**src/rtl/serv_wb_mailbox.sv**
```systemverilog
`default_nettype none
// ============================================================================
// Module   : serv_wb_mailbox
// Purpose  : Wishbone mailbox with TX/RX word FIFOs, status, control, scratch.
//            Optional interrupt output enabled by SERV_WB_MAILBOX_IRQ_EN.
// Revision : 1.0
// ============================================================================
module serv_wb_mailbox #(
    parameter int DEPTH = 8
) (
    input  logic        i_clk,
    input  logic        i_rst,
    input  logic [31:0] i_wb_adr,
    input  logic [31:0] i_wb_dat,
    input  logic [3:0]  i_wb_sel,
    input  logic        i_wb_we,
    input  logic        i_wb_stb,
    input  logic        i_wb_cyc,
    output logic [31:0] o_wb_rdt,
    output logic        o_wb_ack,
    output logic [31:0] o_tx_data,
    output logic        o_tx_valid,
    input  logic        i_tx_ready,
    input  logic [31:0] i_rx_data,
    input  logic        i_rx_valid,
    output logic        o_rx_ready,
    output logic        o_irq
);
    localparam int AW = $clog2(DEPTH);
    localparam int CW = $clog2(DEPTH) + 1;
    localparam logic [CW-1:0] c_full = CW'(DEPTH);

    logic              r_ack;
    logic [31:0]       r_rdt;
    logic [31:0]       r_tx_mem [DEPTH];
    logic [31:0]       r_rx_mem [DEPTH];
    logic [AW-1:0]     r_tx_rd, r_tx_wr, r_rx_rd, r_rx_wr;
    logic [CW-1:0]     r_tx_cnt, r_rx_cnt;
    logic              r_tx_ovf, r_rx_udf;
    logic [31:0]       r_scratch;

    logic              w_req, w_tx_full, w_rx_full, w_tx_empty, w_rx_empty;
    logic              w_tx_push_req, w_tx_push, w_tx_pop, w_rx_push, w_rx_pop_req, w_rx_pop;
    logic              w_ctrl_wr, w_stat_wr, w_tx_flush, w_rx_flush;
    logic [2:0]        w_adr;
    logic [31:0]       w_mask, w_status, w_ctrl_rd, w_rd_val;
    logic              w_unused;

    assign w_adr      = i_wb_adr[4:2];
    assign w_req      = i_wb_stb & i_wb_cyc & ~r_ack;
    assign w_mask     = {{8{i_wb_sel[3]}}, {8{i_wb_sel[2]}}, {8{i_wb_sel[1]}}, {8{i_wb_sel[0]}}};
    assign w_unused   = &{1'b0, i_wb_adr[31:5], i_wb_adr[1:0]};

    assign w_tx_full  = (r_tx_cnt == c_full);
    assign w_rx_full  = (r_rx_cnt == c_full);
    assign w_tx_empty = (r_tx_cnt == '0);
    assign w_rx_empty = (r_rx_cnt == '0);

    // Fullness/emptiness are sampled before the cycle, so a same-cycle pop never rescues a push.
    assign w_tx_push_req = w_req & i_wb_we & (w_adr == 3'd0);
    assign w_tx_push     = w_tx_push_req & ~w_tx_full;
    assign w_tx_pop      = ~w_tx_empty & i_tx_ready;
    assign w_rx_push     = i_rx_valid & o_rx_ready;
    assign w_rx_pop_req  = w_req & ~i_wb_we & (w_adr == 3'd0);
    assign w_rx_pop      = w_rx_pop_req & ~w_rx_empty;

    assign w_ctrl_wr  = w_req & i_wb_we & (w_adr == 3'd2);
    assign w_stat_wr  = w_req & i_wb_we & (w_adr == 3'd1) & i_wb_sel[0];
    assign w_tx_flush = w_ctrl_wr & i_wb_sel[0] & i_wb_dat[0];
    assign w_rx_flush = w_ctrl_wr & i_wb_sel[0] & i_wb_dat[1];

    assign o_tx_data  = r_tx_mem[r_tx_rd];
    assign o_tx_valid = ~w_tx_empty;
    assign o_rx_ready = ~i_rst & ~w_rx_full;
    assign o_wb_ack   = r_ack;
    assign o_wb_rdt   = r_rdt;

    always_ff @(posedge i_clk) begin
        if (w_tx_push && !w_tx_flush) r_tx_mem[r_tx_wr] <= i_wb_dat & w_mask;
        if (w_rx_push && !w_rx_flush) r_rx_mem[r_rx_wr] <= i_rx_data;
    end

    always_ff @(posedge i_clk) begin
        if (i_rst || w_tx_flush) begin
            r_tx_rd  <= '0;
            r_tx_wr  <= '0;
            r_tx_cnt <= '0;
        end else begin
            if (w_tx_push) r_tx_wr <= r_tx_wr + AW'(1);
            if (w_tx_pop)  r_tx_rd <= r_tx_rd + AW'(1);
            r_tx_cnt <= r_tx_cnt + CW'(w_tx_push) - CW'(w_tx_pop);
        end
    end

    always_ff @(posedge i_clk) begin
        if (i_rst || w_rx_flush) begin
            r_rx_rd  <= '0;
            r_rx_wr  <= '0;
            r_rx_cnt <= '0;
        end else begin
            if (w_rx_push) r_rx_wr <= r_rx_wr + AW'(1);
            if (w_rx_pop)  r_rx_rd <= r_rx_rd + AW'(1);
            r_rx_cnt <= r_rx_cnt + CW'(w_rx_push) - CW'(w_rx_pop);
        end
    end

    // Sticky flags: the set condition is checked last so it wins over W1C.
    always_ff @(posedge i_clk) begin
        if (i_rst) begin
            r_tx_ovf  <= 1'b0;
            r_rx_udf  <= 1'b0;
            r_scratch <= '0;
        end else begin
            if (w_stat_wr && i_wb_dat[2]) r_tx_ovf <= 1'b0;
            if (w_stat_wr && i_wb_dat[3]) r_rx_udf <= 1'b0;
            if (w_tx_push_req && w_tx_full)  r_tx_ovf <= 1'b1;
            if (w_rx_pop_req && w_rx_empty)  r_rx_udf <= 1'b1;
            if (w_req && i_wb_we && (w_adr == 3'd3))
                r_scratch <= (r_scratch & ~w_mask) | (i_wb_dat & w_mask);
        end
    end

`ifdef SERV_WB_MAILBOX_IRQ_EN
    logic r_irq_rx_en, r_irq_txe_en, r_irq;
    always_ff @(posedge i_clk) begin
        if (i_rst) begin
            r_irq_rx_en  <= 1'b0;
            r_irq_txe_en <= 1'b0;
            r_irq        <= 1'b0;
        end else begin
            if (w_ctrl_wr && i_wb_sel[0]) begin
                r_irq_rx_en  <= i_wb_dat[2];
                r_irq_txe_en <= i_wb_dat[3];
            end
            r_irq <= (r_irq_rx_en & ~w_rx_empty) | (r_irq_txe_en & w_tx_empty);
        end
    end
    assign w_ctrl_rd = {28'h0, r_irq_txe_en, r_irq_rx_en, 2'b00};
    assign o_irq     = r_irq;
`else
    assign w_ctrl_rd = 32'h0;
    assign o_irq     = 1'b0;
`endif

    assign w_status = {8'h00, 8'(r_tx_cnt), 8'(r_rx_cnt), 3'b000,
                       w_tx_empty, r_rx_udf, r_tx_ovf, w_tx_full, ~w_rx_empty};

    always_comb begin
        w_rd_val = 32'h0;
        case (w_adr)
            3'd0:    w_rd_val = w_rx_empty ? 32'h0 : r_rx_mem[r_rx_rd];
            3'd1:    w_rd_val = w_status;
            3'd2:    w_rd_val = w_ctrl_rd;
            3'd3:    w_rd_val = r_scratch;
            default: w_rd_val = 32'h0;
        endcase
    end

    always_ff @(posedge i_clk) begin
        if (i_rst) begin
            r_ack <= 1'b0;
            r_rdt <= '0;
        end else begin
            r_ack <= w_req;
            r_rdt <= (w_req && !i_wb_we) ? w_rd_val : 32'h0;
        end
    end
endmodule
`default_nettype wire

```
**config.mk**
```make
export PLATFORM = sky130hd
export DESIGN_NAME = serv_wb_mailbox
export DESIGN_NICKNAME = d
export VERILOG_FILES = /design/src/rtl/serv_wb_mailbox.sv
export SDC_FILE = /design/constraint.sdc
export NUM_CORES = 1
export LEC_CHECK = 0
export ABC_AREA = 1
export BUFFER_PORTS_ARGS = -buffer_cell sky130_fd_sc_hd__buf_2
export CORE_ASPECT_RATIO = 2
export CORE_MARGIN = 2
export CORE_UTILIZATION = 40
export DETAILED_ROUTE_END_ITERATION = 7
export GPL_TIMING_DRIVEN = 0
export PLACE_DENSITY_LB_ADDON = 0.15
export REMOVE_ABC_BUFFERS = 1
export SYNTH_ARGS = -nofsm -noshare
export SYNTH_HDL_FRONTEND = slang
export SYNTH_SLANG_ARGS = --single-unit
```
**constraint.sdc**
```tcl
create_clock -name i_clk -period 6.6 [get_ports i_clk]
set_input_delay 0.33 -clock i_clk [delete_from_list [all_inputs] [get_ports i_clk]]
set_output_delay 0.33 -clock i_clk [all_outputs]
set_load 0.02 [all_outputs]
```
-- Yosys cells after proc, flatten, opt, wreduce, memory -nomap -nowiden
Memories as Yosys holds them, arrays and structs flattened. A register that Yosys moved wholly into a read port is not among the register bits.
Index checks and enable logic that the tools add are counted.
- flip-flop bits (word level): 87
- RAM bits: 512
- bits of input ports: 107
- word-level logic and storage cells: 89
- memories: 2
- add/sub/neg operators: 8
- equality and inequality tests: 5
- muxes and demuxes: 14
- bitwise gates (word level): 29
- reduce and logical (&&, ||, !) cells: 20
- memories (name ; words ; bits a word ; rd ports ; clocked after memory_dff ; write ports ; line ; text):
    r_rx_mem ; 8 ; 32 ; 1 ; 1 ; 1 ; 36 ; logic [31:0] r_rx_mem [DEPTH];
    r_tx_mem ; 8 ; 32 ; 1 ; 1 ; 1 ; 35 ; logic [31:0] r_tx_mem [DEPTH];
- operators by type and width (kind ; number):
    32-bit case mux with 3 select lines ; 1
    32-bit bitwise AND ; 2
    32-bit two-way mux ; 1
    32-bit inverter ; 1
    32-bit OR ; 1
    1-bit bitwise AND ; 17
    3-bit by 1-bit adder with 3-bit output, second input constant ; 4
    3-bit two-way mux ; 4
    1-bit logical AND ; 9
    4-bit by 1-bit adder with 4-bit output ; 2
    4-bit == test, second input constant ; 2
    4-bit logical NOT ; 2
    1-bit two-way mux ; 8
    1-bit inverter ; 8
    4-bit by 1-bit subtractor with 4-bit output ; 2
    3-bit by 2-bit == test with 1-bit output, second input constant ; 2
    2-bit nonzero test ; 2
    3-bit by 1-bit == test with 1-bit output, second input constant ; 1
    1-bit logical NOT ; 3
    3-bit logical NOT ; 1
    1-bit logical OR ; 2
    2-bit OR reduction ; 1

-- Logic depth before layout (Yosys ltp)
- word-level depth: 10
- mapped depth: 14
- depth with buffers taken out: 14

-- Least setup slack after synthesis
No wires, ideal clock.
- kind: register to register
- from: register r_rx_cnt[2]
- to: memory r_rx_mem[4][0], enable pin
- arrival: 3.671 ns
- slack: 2.468 ns
- cell stages (with the launch flop): 8
- path buffers: 0
- cell sequence: dfxtp_1 -> inv_1 -> ha_1 -> a21oi_1 -> nand2_1 -> inv_1 -> nand2_1 -> nor3_1
- word-level cells in the longest chain between the ends: 7
- ends and longest elaborated chain (item ; line ; text):
    start, declared ; 38 ; logic [CW-1:0] r_tx_cnt, r_rx_cnt;
    start signal, assigned ; 103 ; r_rx_cnt <= r_rx_cnt + CW'(w_rx_push) - CW'(w_rx_pop);
    4-bit == test ; 55 ; assign w_rx_full = (r_rx_cnt == c_full);
    1-bit inverter ; 74 ; assign o_rx_ready = ~i_rst & ~w_rx_full;
    1-bit bitwise AND ; 74 ;
    named net o_rx_ready ; 26 ; output logic o_rx_ready,
    1-bit bitwise AND ; 63 ; assign w_rx_push = i_rx_valid & o_rx_ready;
    1-bit logical AND ; 80 ; if (w_rx_push && !w_rx_flush) r_rx_mem[r_rx_wr] <= i_rx_data;
    1-bit two-way mux ; 80 ;
    1-bit two-way mux (implied by the code) ; 80 ;
    end, declared ; 36 ;
The timed path passes the listed nets, and every way through them passes these cells.

==> metrics <==
status=finished, final reports clean; VDD IR-drop max=0.237 mV; data required time of the worst path=6270 ps; Yosys cell types=26; type of the worst min-delay path=in2reg; Clock Skew=27.8 ps; Worst Path Arrival=3010 ps; startpoint types=flip-flop; Leak=11.5 nW; Layout area overhead=18.3%; # DRC=0; Syn Std Cell Area=24700 um2; cell count after synthesis=2346; Reg power frac=0.491; CP peak stage delay=670 ps; Final Non-Filler Cells=3352; Setup crit end kind=primary output; DP Area=26900 um2; Routability Congestion=0.785; Finished Cell Area=29200 um2; Avg Inst Size Synth=10.5 um2; total iterations of the first detailed-routing run=5; largest net degree at the start of global routing=86; floorplan row count=128; crit-path max FO=85; fraction of final layout cells with drive strength greater than 1=0.127; P per Cell Area=298 nW/um2; setup violators final=0; reported net switching power=0.00222 W; DPL Wire Length=42000 um; Starting Density=0.404; fin crit share=0.505; Routed WL=64400 um; GRT Overall Usage=0.200; Rel. slew slack=0.271; most common cell after layout, fill and taps aside=nand2_1; num ports=175; antenna-violating nets left=0; CTS Sinks=605; Vias per Instance=5.05; CP Class=reg2out; Clk pwr share=0.376; Top Family by Delay on Critical Path=buffers and inverters; WP buf/inv=4; f_max=300 MHz; Sw Share=0.256; die width=180 um; drt wl/cell=19.2 um; sequential-to-total area share from yosys stat=0.699; die area=63800 um2; via count=16924; Hold Violations, Final=0; most frequent cells in the layout=nand2_1 (526), edfxtp_1 (512), inv_1 (270); synthesis-stage register bit count=605; worst path cell trace=buf_16 -> inv_4 -> buf_16 -> o21ai_0 -> o21ai_0 -> nand2_1 -> nand2_1 -> buf_2; RSZ-0062 raised after global routing=false; H-tree Lvls=2; Worst Tran Pin Value=1090 ps; core area=61000 um2; CTS clk-pin slew, worst paths=60 ps; Cell Int Power=0.00646 W; Max Root-Sink Buffers=3; placed cell count=3211; first-pass GRT wire length=97300 um; slowest CP cell=dfxtp_4; initial antenna violation count=7; IO Port Bufs=144; GRT overflow=0; clock root buffer=clkbuf_16; fin. max-slew vios=0; # nets final=2650; cts bufs inserted=53; max cap viols=0; post-layout util=0.478; DR iter-0 viols=988; vias in the first global route=16924; synth warn=0; Comb pwr share=0.132; Clock Latency Late Sink=610 ps; crit path time final=3340 ps; Die Ht=355 um; CTS tree=built
## synthesized netlist by cell type (all sizes together)
library cell	instances	area share
a21oi	55	0.011
buf	38	0.0068
clkbuf	79	0.012
conb	1	0.00015
dfxtp	93	0.075
edfxtp	512	0.62
fa	2	0.0016
ha	15	0.0076
inv	278	0.042
nand2	526	0.080
nand3	208	0.043
nand3b	1	0.00030
nand4	4	0.0010
nor2	279	0.043
nor3	13	0.0031
o21ai	233	0.047
or2	3	0.00076
xnor2	2	0.00071
xor2	4	0.0014
## per-layer routing
| layer | vias up | GRT usage | wire, um |
|---|---|---|---|
| met5 | - | 0 | 55 |
| met4 | 10 | 0.0894 | 2830 |
| met3 | 157 | 0.0341 | 3510 |
| met2 | 470 | 0.363 | 32900 |
| met1 | 8163 | 0.230 | 25100 |
| li1 | 8124 | - | - |
## sequential cells by signal (all words and copies together) (netlist names), 4 cells and up, named ones only
signal	cells
r_rx_mem	256
r_tx_mem	256
o_wb_rdt	32
r_rx_cnt	4
r_tx_cnt	4
## final timing paths
| path | to | slack (ps) | depth (start not counted) | start |
|---|---|---|---|---|
| setup / recovery | o_tx_data[13] | 3260 | 8 | flip-flop |
| hold / removal | flip-flop | 20 | 3 | i_wb_dat[11] |
| setup reg to reg | r_tx_mem[7][3] | 3520 | 8 | o_wb_ack |
| hold reg to reg | flip-flop | 470 | 2 | flip-flop |
## stage by stage
step | power [W] | hold slack [ps] | worst slack [ps] | setup TNS (ps)
global placement | 0.00544 | 455 | -3920 | -302330
global route | 0.00904 | 30.6 | 2990 | 0
CTS | 0.00877 | 2.43 | 3180 | 0
floorplan | 0.00504 | 399 | 1140 | 0
finish | 0.00868 | 17.9 | 3260 | 0
detailed placement | 0.00549 | 458 | 3370 | 0
## cell type report
type                            instances  area, um2
Clock buffer                           67       1430
Multi-Input combinational cell       1346       6040
Sequential cell                       605      17300
Timing Repair Buffer                  242       2020
Antenna cell                            2       5.00
Tap cell                              780        976
Inverter                              278       1050
Fill cell                            5459      31800
Clock inverter                         32        404
## worst register-to-register path, cell delays in order, from the launching register on
cell	delay, ps
dfxtp_1	310
inv_1	40
nand3_1	200
nor2_2	530
nand3_2	250
inv_1	160
nand2_1	240
nor2_4	800
buf_16	240
## cell families (layout without fill, tap and decap cells)
kind of cell / after synthesis / count (layout) / share of synthesized area
compound gates: 288 / 288 / 0.0584
xor+xnor: 6 / 6 / 0.00213
fa+ha+maj: 17 / 17 / 0.00923
buf+inv: 395 / 619 / 0.0612
flops: 605 / 605 / 0.699
other cells: 1 / 3 / 0.000152
simple gates: 1034 / 1034 / 0.170
## power by group through the flow
stage / Sequential (W) / Combinational (W) / Clock (W)
final: 0.00427 / 0.00115 / 0.00327
after global routing: 0.00427 / 0.00129 / 0.00347
after CTS: 0.00427 / 0.00117 / 0.00334
after detailed placement: 0.00435 / 0.00114 / 0
after global placement: 0.00443 / 0.00101 / 0
after floorplan: 0.00437 / 0.000669 / 0
## repair_timing
item | CTS | global route
buffers inserted | 0 | 0
resized for setup | 0 | 0
hold endpoints to repair | 262 | 0
hold buffers | 40 | 0
Note: power is estimated with default switching activity, not from simulation.
